`config.mk`:
```
export PLATFORM = sky130hd
export DESIGN_NAME = bcd_serial_add_ctrl_flat
export DESIGN_NICKNAME = d
export VERILOG_FILES = /design/src/rtl/bcd_serial_add_ctrl_if.sv /design/src/rtl/bcd_serial_add_ctrl.sv /design/src/flat_wrapper.sv
export SDC_FILE = /design/constraint.sdc
export NUM_CORES = 1
export LEC_CHECK = 0
export BUFFER_PORTS_ARGS = -buffer_cell sky130_fd_sc_hd__buf_2
export CAP_MARGIN = 20
export CORE_MARGIN = 10
export CORE_UTILIZATION = 30
export DETAILED_ROUTE_END_ITERATION = 16
export SLEW_MARGIN = 5
export SYNTH_ARGS = -nofsm -noshare
export SYNTH_HDL_FRONTEND = slang
export SYNTH_SLANG_ARGS = --single-unit
```
`constraint.sdc`:
```
create_clock -name clk -period 3.1 [get_ports clk]
set_clock_uncertainty 0.05 [all_clocks]
set_input_delay 0.465 -clock clk [delete_from_list [all_inputs] [get_ports clk]]
set_output_delay 0.465 -clock clk [all_outputs]
set_load 0.01 [all_outputs]
```
`src/rtl/bcd_serial_add_ctrl_if.sv`:
```
// Handshake and data bundle for the digit-serial BCD adder controller.
//   start  : request an addition (master -> slave)
//   a, b   : packed BCD operands, digit 0 in bits [3:0] (master -> slave)
//   cin    : carry into digit 0 (master -> slave)
//   busy   : addition in progress (slave -> master)
//   done   : one-cycle completion pulse (slave -> master)
//   s      : packed BCD sum (slave -> master)
//   cout   : carry out of the most significant digit (slave -> master)
//   err    : a latched operand digit was >9 (slave -> master)
interface bcd_serial_add_ctrl_if #(
    parameter int DIGITS = 3
);
    logic                  start;
    logic [4*DIGITS-1:0]   a;
    logic [4*DIGITS-1:0]   b;
    logic                  cin;
    logic                  busy;
    logic                  done;
    logic [4*DIGITS-1:0]   s;
    logic                  cout;
    logic                  err;

    modport master (
        output start, a, b, cin,
        input  busy, done, s, cout, err
    );

    modport slave (
        input  start, a, b, cin,
        output busy, done, s, cout, err
    );
endinterface

```
`src/rtl/bcd_serial_add_ctrl.sv`:
```
// Digit-serial BCD adder controller. A single one-digit BCD add/correct
// stage is sequenced across DIGITS packed-BCD digits, least significant
// digit first, one digit per clock.
//   clk   : system clock, rising edge
//   rst_n : asynchronous active-low reset
//   bus   : slave side of bcd_serial_add_ctrl_if (start/a/b/cin in,
//           busy/done/s/cout/err out)
module bcd_serial_add_ctrl #(
    parameter int DIGITS = 3,
    parameter int IDXW   = 2
) (
    input  logic                    clk,
    input  logic                    rst_n,
    bcd_serial_add_ctrl_if.slave    bus
);
    localparam int          W    = 4 * DIGITS;
    localparam int unsigned LAST = DIGITS - 1;

    typedef enum logic [1:0] {
        IDLE = 2'd0,
        ADD  = 2'd1,
        DONE = 2'd2
    } state_t;

    state_t            state_q, state_d;
    logic [W-1:0]      a_q, a_d;
    logic [W-1:0]      b_q, b_d;
    logic [W-1:0]      s_q, s_d;
    logic [IDXW-1:0]   idx_q, idx_d;
    logic              carry_q, carry_d;
    logic              cout_q, cout_d;
    logic              err_q, err_d;

    logic [3:0]        a_dig;
    logic [3:0]        b_dig;
    logic [4:0]        p;
    logic [4:0]        q;
    logic              bad_digit;
    logic              last_digit;

    // Operand digit selected by the current index.
    always_comb begin
        a_dig = '0;
        b_dig = '0;
        for (int unsigned i = 0; i < DIGITS; i++) begin
            if (32'(idx_q) == i) begin
                a_dig = a_q[4*i +: 4];
                b_dig = b_q[4*i +: 4];
            end
        end
    end

    // One-digit BCD add with decimal correction; 5-bit truncating
    // arithmetic also applies to invalid (>9) digits.
    always_comb begin
        p = {1'b0, a_dig} + {1'b0, b_dig} + {4'b0000, carry_q};
        q = (p > 5'd9) ? (p + 5'd6) : p;
    end

    assign last_digit = (32'(idx_q) == LAST);

    // Any non-decimal digit on the incoming operands.
    always_comb begin
        bad_digit = 1'b0;
        for (int unsigned i = 0; i < DIGITS; i++) begin
            if (bus.a[4*i +: 4] > 4'd9) bad_digit = 1'b1;
            if (bus.b[4*i +: 4] > 4'd9) bad_digit = 1'b1;
        end
    end

    always_ff @(posedge clk or negedge rst_n) begin
        if (!rst_n) begin
            state_q <= IDLE;
            a_q     <= '0;
            b_q     <= '0;
            s_q     <= '0;
            idx_q   <= '0;
            carry_q <= 1'b0;
            cout_q  <= 1'b0;
            err_q   <= 1'b0;
        end else begin
            state_q <= state_d;
            a_q     <= a_d;
            b_q     <= b_d;
            s_q     <= s_d;
            idx_q   <= idx_d;
            carry_q <= carry_d;
            cout_q  <= cout_d;
            err_q   <= err_d;
        end
    end

    always_comb begin
        state_d = state_q;
        a_d     = a_q;
        b_d     = b_q;
        s_d     = s_q;
        idx_d   = idx_q;
        carry_d = carry_q;
        cout_d  = cout_q;
        err_d   = err_q;

        unique case (state_q)
            IDLE: begin
                if (bus.start) begin
                    a_d     = bus.a;
                    b_d     = bus.b;
                    carry_d = bus.cin;
                    idx_d   = '0;
                    err_d   = bad_digit;
                    s_d     = '0;
                    cout_d  = 1'b0;
                    state_d = ADD;
                end
            end
            ADD: begin
                for (int unsigned i = 0; i < DIGITS; i++) begin
                    if (32'(idx_q) == i) s_d[4*i +: 4] = q[3:0];
                end
                carry_d = q[4];
                if (last_digit) begin
                    // Index wraps to zero so it never leaves 0..DIGITS-1.
                    cout_d  = q[4];
                    idx_d   = '0;
                    state_d = DONE;
                end else begin
                    idx_d = idx_q + 1'b1;
                end
            end
            DONE: begin
                state_d = IDLE;
            end
            default: begin
                state_d = IDLE;
            end
        endcase
    end

    assign bus.busy = (state_q == ADD);
    assign bus.done = (state_q == DONE);
    assign bus.s    = s_q;
    assign bus.cout = cout_q;
    assign bus.err  = err_q;
endmodule
```
`src/flat_wrapper.sv`:
```
// flat-port wrapper written by rule: the top's interface ports become plain ports
module bcd_serial_add_ctrl_flat 
#(
    parameter int DIGITS = 3,
    parameter int IDXW   = 2
)
  (clk, rst_n, bus_start, bus_a, bus_b, bus_cin, bus_busy, bus_done, bus_s, bus_cout, bus_err);
  bcd_serial_add_ctrl_if #(.DIGITS(DIGITS)) bus_i ();
  input  logic clk;
  input  logic rst_n;
  input wire logic [$bits(bus_i.start)-1:0] bus_start;
  input wire logic [$bits(bus_i.a)-1:0] bus_a;
  input wire logic [$bits(bus_i.b)-1:0] bus_b;
  input wire logic [$bits(bus_i.cin)-1:0] bus_cin;
  output wire logic [$bits(bus_i.busy)-1:0] bus_busy;
  output wire logic [$bits(bus_i.done)-1:0] bus_done;
  output wire logic [$bits(bus_i.s)-1:0] bus_s;
  output wire logic [$bits(bus_i.cout)-1:0] bus_cout;
  output wire logic [$bits(bus_i.err)-1:0] bus_err;
  assign bus_i.start = bus_start;
  assign bus_i.a = bus_a;
  assign bus_i.b = bus_b;
  assign bus_i.cin = bus_cin;
  assign bus_busy = bus_i.busy;
  assign bus_done = bus_i.done;
  assign bus_s = bus_i.s;
  assign bus_cout = bus_i.cout;
  assign bus_err = bus_i.err;
  bcd_serial_add_ctrl #(.DIGITS(DIGITS), .IDXW(IDXW)) u_core (.clk(clk), .rst_n(rst_n), .bus(bus_i));
endmodule
```
==> results of run 1 <==
per-stage QoR:
step                      area (um^2)  hold slack, ns  instances  worst slack (ns)   util
after global placement           2540           0.412        327             0.101  0.370
after floorplan                  2170           0.119        185            0.0373      -
final                            2700           0.246        335             0.185  0.393
after global routing             2700           0.328        335            0.0319  0.393
after detailed placement         2540           0.418        327            0.0655  0.370
after CTS                        2680           0.298        335            0.0446  0.390
worst max-delay path, cell delays in order, from the launching register on:
cell,delay [ns]
dfrtp_2,0.44
buf_4,0.19
mux2i_1,0.21
o21a_1,0.19
inv_1,0.06
ha_1,0.27
and3b_1,0.19
or3_1,0.45
a31oi_1,0.28
mux2i_2,0.33
mux2_2,0.20
cells by family (layout without fill, tap and decap cells):
family,after synthesis,after routing,share of synthesized area
flops,43,43,0.501
simple gates,42,42,0.0950
compound gates,41,41,0.127
mux,41,41,0.209
buf+inv,11,65,0.0216
fa+ha+maj,6,6,0.0420
xor+xnor,1,1,0.00408
area by class of cell:
type | instances | area (um^2) | share of cell area
Clock buffer | 5 | 68.8 | 0.0255
Clock inverter | 3 | 67.6 | 0.0250
Inverter | 5 | 18.8 | 0.00695
Multi-Input combinational cell | 131 | 1060 | 0.394
Sequential cell | 43 | 1080 | 0.399
Tap cell | 96 | 120 | 0.0445
Timing Repair Buffer | 52 | 283 | 0.105
what timing repair did:
action	in CTS	in global routing
endpoints found under the hold margin	0	0
resized for setup	0	7
setup endpoints to repair	0	6
layout by cell type, fill, tap and decap left out, types with 3 or more instances in the layout:
cell      Yosys  routed
buf_2         4      43
dfrtp_1      43      42
mux2_2       30      30
nand2_1      15      15
o21ai_0      13      12
nor2_1       11      10
mux2i_1      10       9
buf_4         0       9
a21oi_1       6       6
inv_1         5       5
clkbuf_8      0       5
a31oi_1       4       4
a22o_1        4       4
a21o_1        3       3
ha_1          4       3
layer usage:
| layer | part of all wire | up-vias | global-route usage |
|---|---|---|---|
| met2 | 0.48 | 30 | 0.153 |
| met5 | 0 | - | 0 |
| met1 | 0.48 | 788 | 0.122 |
| li1 | - | 778 | - |
| met3 | 0.032 | 7 | 0.0221 |
| met4 | 0.015 | 0 | 0.0324 |
how the worst max path moves through the flow:
stage                    startpoint         endpoint  slack, ns
global placement    u_core.idx_q[1]  u_core.bus.s[9]       0.10
CTS                 u_core.idx_q[1]  u_core.bus.s[6]       0.04
finish              u_core.idx_q[1]  u_core.bus.s[6]       0.18
floorplan           u_core.idx_q[1]  u_core.bus.s[9]       0.04
global route        u_core.idx_q[1]  u_core.bus.s[9]       0.03
detailed placement  u_core.idx_q[1]  u_core.bus.s[9]       0.07
sequential cells by signal (all words and copies together) (netlist names):
name             flops
u_core.a_q          12
u_core.state_q       2
u_core.carry_q       1
u_core.bus.err       1
u_core.bus.cout      1
u_core.bus.s        12
u_core.idx_q         2
u_core.b_q          12
==> impl.org, run 1 <==
** CTS
- Sinks on Clock Net :: 43
- Number of buffers created by CTS :: 5
- Clock tree root buffer cell :: clkbuf_8
- The number of setup buffers added after CTS is 0.
- TritonCTS built the clock tree.
- The clock tree synthesis step divided the H-tree into 2 levels.
- Worst-Skew Late Latency :: 0.30 ns
- In this run the deepest clock path goes through 2 buffers.
- Clock Pin Slew Worst Setup and Hold Paths :: 0.09 ns
- Hold_buf cts :: 0

** Setup path
- Reg-to-Reg Start :: u_core.idx_q[1]
- Category of the worst setup path launch point :: flip-flop
- The critical path in this run is classified as reg -> reg.
- The number of cells on the worst reg-to-reg path is 10.
- Data arrival time of the critical path :: 3.11 ns
- Critical path required time :: 3.29 ns
- STA classifies the critical path endpoint as a flip-flop.
- Setup slack on the worst reg-to-reg path comes out at 0.18 ns.
- Maximum net fanout on the critical path :: 6
- The worst register-to-register path ends at u_core.bus.s[6].

** Floorplan
- Die boundary width :: 105 um
- The floorplan has 30 rows.
- The floorplan step defined a die boundary enclosing 10900 um^2.
- I/O pin total :: 44
- In this run the standard cell core region covers around 6900 um^2.
- Height of the die :: ~100 um
- Starting density of the core :: 0.313

** Yosys
- Counting flops with an async set or reset pin after synthesis yields a share of 1.00.
- Syn_area_per_cell :: 11.6 um^2
- Synth Register Bits :: 43
- Most used DFF post-synth :: dfrtp_1
- The synthesized design contains 0 enable-type register cells.
- The number of nets in the synthesized netlist is 219.
- By count the netlist is led by 43 x dfrtp_1, 30 x mux2_2, 15 x nand2_1.
- Of the synthesized area, sequential elements account for 0.501.
- The synthesized netlist occupies a cell area of around 2100 um^2.
- Synthesis instantiated 39 different standard cells from the library.
- Most frequently used cell type in the post-synthesis netlist :: dfrtp_1
- Synth warnings :: 0
- Sorting the synthesized cells by area gives the leading types as dfrtp_1 50%, mux2_2 16%, mux2i_1 4.7%, o21ai_0 3.0%, nand2_1 2.6%.
- Count of mapped cells out of synthesis :: roughly 190
- Top cell type's share of synthesized area :: 0.501
- Biggest area consumer among synthesized cells :: dfrtp_1

** Global route
- Entering global routing, the biggest net connects 44 pins.
- Congestion Overflow GR :: 0
- Vias in the first global route :: between 1500 and 2000
- For this run, the total global-route usage over all layers was measured as 0.0949.
- Global-route wire length before repair :: 8.68 mm
- Antenna violations before repair :: 0

** Layout
- From synthesis to final layout, the design area changed by 25.7%.
- Fillers :: 687
- Of the cells placed in the final design, the portion with a size suffix greater than 1 is 0.431.
- Count of inserted antenna diode cells :: 0
- For this run, the post-layout net count is ~270.

** Detailed routing
- Once detail routing completed, the nets flagged for antenna violations numbered 0.
- Summing over every cut layer, the via total after detailed routing is 1603.
- Wires add up to 5.11 mm.
- Drt initial violations :: 82
- Dividing the detail-routed wire length by the instance count gives 15.3 um.
- Remaining design rule violation count :: 0
- Before antenna repair, the detailed router went through 4 iterations.
- Dividing the detail-routed via count by the number of cells gives 4.79.

** Run
- The tool flagged a number of max-cap violations equal to 0.

** STA
- The worst pin sits at a relative slew slack of 0.360.
- Total Negative Setup Slacks :: 0 ns
- For the pin with the worst max-slew slack, the measured transition is about 0.96 ns.
- Final period util :: 0.940
- Setup violations remaining at the end of the flow were counted as 0.
- Total count of hold-check failures in the final report :: 0
- The final-report max-slew violation count is 0.
- The clock period could shrink to 2.92 ns.
- Based on the critical path, the design can be clocked at up to 343 MHz.
- Setup repair after global routing left no endpoint under its margin.

** Placement
- Routability-driven placement finished with a final weighted congestion of 0.777.
- The HPWL after detailed placement is 3.95 mm.
- Buffers placed on the I/O ports in this run total 43.

** Worst hold path
- The min-delay analysis places its worst path in the category in -> async.

** Outcome
- Outcome :: complete, no violations
Power of run 1 is not shown: default switching activity piles up to over one toggle a cycle in this logic, so the estimate is an artifact.
==> inputs of run 2 (changes only) <==
- CORE_MARGIN: 10 -> 1
- SETUP_SLACK_MARGIN: unset -> 0.1
==> run 2 against run 1 <==
  * Sequential share of layout area grew 0.64 points
  * Register-to-register slack lost 0.03 ns
  * Die area shrank 31%
  * Setup slack lost 0.032 ns
  * Critical path depth grew 1
  * Global-route usage grew 4.6 points
  * Count of clock-buffer cells in the layout grew 1
  * Design area shrank 1.6%
  * Sequential cell count is the same
  * Highest routed layer unchanged
==> impl.org, run 2 (synthesis results as in run 1) <==
** Outcome
- Outcome :: complete, no violations

** Floorplan
- In this run the standard cell core region covers a little under 7000 um^2.
- Starting density of the core :: 0.313
- I/O pin total :: 44
- The die covers around 7500 um^2.
- Cell Rows :: 30
- From left edge to right edge, the die measures 86.6 um.
- Height of the die :: 86.6 um

** Detailed routing
- The highest layer touched by signal routing is met4.
- Wire segments on met3 add up to between 150 and 200 um in the final route.
- For this block, the routed nets add up to 4.75 mm of wire.
- Summed over all nets, wire length on met2 after detailed routing comes to about 2.2 mm.
- After detailed routing, the number of remaining DRC violations is 0.
- Drt initial violations :: between 100 and 150
- For this run, the detailed router's first-pass iteration total came to 4.
- Post-detailed-route wirelength per cell :: 14.2 um
- For this block, wires on met1 add up to 2.27 mm.
- In the routed layout, each cell is associated on average with a via count of between 4 and 5.
- Once detail routing completed, the nets flagged for antenna violations numbered 0.
- Summing over every cut layer, the via total after detailed routing is ~1600.

** Setup path
- Dominant cell type by count on the critical path :: fa_2
- Family of cells with the greatest summed delay on the critical path :: adder cells
- The largest single stage delay on the critical path is 0.46 ns.
- For the worst setup path, the data required time is 3.22 ns.
- Critical Setup Path Class :: reg -> reg
- The critical path crosses 11 cells after its start point.
- Category of the worst setup path launch point :: flip-flop
- Maximum net fanout on the critical path :: 5
- Cell Chain, Critical Path :: mux2i_1, nor2_1, a21oi_1, fa_2, fa_2, xor2_2, ha_2, a22oi_2, a31oi_2, mux2i_2, mux2_2
- Length in cells of the worst reg-to-reg path :: 11
- The critical path contains buffers and inverters numbering 0 combined.
- Slowest cell on the critical path :: dfrtp_2
- Data arrival time of the critical path :: 3.07 ns
- STA classifies the critical path endpoint as a flip-flop.

** CTS
- The clock passes through at most 2 buffers.
- CTS saw 43 sinks.
- Worst-Skew Late Latency :: 0.30 ns
- The number of setup buffers added after CTS is 0.
- The H-tree generated during clock tree synthesis spans 2 levels.
- CTS tree :: done
- Clock tree root buffer cell :: clkbuf_8
- Clock Pin Slew Worst Setup and Hold Paths :: 0.09 ns
- The number of hold buffers added after CTS was 0.
- Buffers inserted during clock tree synthesis total 5.

** Placement
- At the end of routability-driven placement, the weighted congestion stood at about 0.83.
- Once detailed placement completed, the half-perimeter wirelength came to 3.65 mm.
- PortBufs :: 43

** Global route
- Congestion Overflow GR :: 0
- In the global route stage, overall resource usage came out at 0.141.
- Entering global routing, the biggest net connects 44 pins.
- The first global-routing pass estimated about 8.0 mm of wire.
- The via count of the first global-routing pass was 1611.
- Antenna violations before repair :: 0

** Layout
- From synthesis to final layout, the design area changed by 23.7%.
- Most frequent cells in the layout :: 43 x buf_2, 42 x dfrtp_1, 30 x mux2_2
- Share of post-route cells with drive strength above 1 :: 0.437
- Nets :: 271
- Count of inserted antenna diode cells :: 0
- The library cell used most frequently in the layout, excluding fill and tap cells, is buf_2.

** STA
- Of the available clock period, the critical path in the final layout requires 0.951.
- Final critical delay including setup and external delays :: about 2.9 ns
- Measured against its own limit, the worst slew margin works out to 0.363.
- At the pin with the least slew margin, the transition time is about 0.96 ns.
- Total Negative Setup Slacks :: 0 ns
- Maximum operating frequency :: 339 MHz
- Number of pins exceeding their max-slew limit in the final report :: 0
- RSZ-0062 raised after global routing :: yes
- Setup violations remaining at the end of the flow were counted as 0.
- Total count of hold-check failures in the final report :: 0

** Run
- Count of maximum capacitance violations :: 0

** Worst hold path
- In this run the worst hold path is classified as in -> async.
## run 2: cell count changes in the layout (fill, tap and decap cells not counted), sizes merged
cell	before	now
buf	52	51
clkinv	0	1
bufinv	2	0
clkbuf	5	6
## run 2: area by class of cell
type | instances | area, um^2
fillers | 703 | 4210
flip-flops and latches | 43 | 1080
clock buffers | 6 | 72.6
inverters | 5 | 18.8
multi-input cells | 131 | 1080
clock inverters | 2 | 12.5
repair buffers | 51 | 275
well taps | 96 | 120
## run 2: worst reg2reg max path, delay by kind of cell (launching register included)
family / cells / cell delay, ns
AOI/OAI and AO/OA: 3 / 0.46
xor gates and xnor gates: 1 / 0.19
adders and majority gates: 3 / 0.98
DFF: 1 / 0.46
muxes: 3 / 0.61
and+or+nand+nor: 1 / 0.09
## run 2: worst paths after layout
check                                      start               end  slack, ns
worst max-delay path             u_core.idx_q[1]   u_core.bus.s[6]       0.15
min in group clk                        bus_b[4]     u_core.b_q[4]       0.35
worst min register to register  u_core.bus.s[11]  u_core.bus.s[11]       0.43
max in group asynchronous                  rst_n   u_core.idx_q[1]       2.07
worst min-delay path                       rst_n   u_core.bus.s[9]       0.26
worst max register to register   u_core.idx_q[1]   u_core.bus.s[6]       0.15
## run 2: repair_timing
| item | 4_1_cts | 5_1_grt |
|---|---|---|
| gates resized for setup | 3 | 6 |
| setup endpoints to repair | 2 | 9 |
| pin swaps | 2 | 1 |
## run 2: metrics by stage
step	setup WS, ns	utilization	hold slack [ns]	instance area [um^2]	instances
after global routing	0.0555	0.387	0.331	2660	334
after floorplan	0.103	-	0.119	2170	185
after CTS	0.150	0.383	0.293	2630	334
after detailed placement	0.0802	0.370	0.426	2540	326
final	0.153	0.387	0.255	2660	334
after global placement	0.148	0.370	0.419	2540	326
## run 2: per-layer routing
metal,up-vias,global-route usage
met5,-,0
met3,7,0.0314
met2,27,0.216
met4,0,0.0500
met1,759,0.196
li1,778,-
Power of run 2 is left out for the same reason.
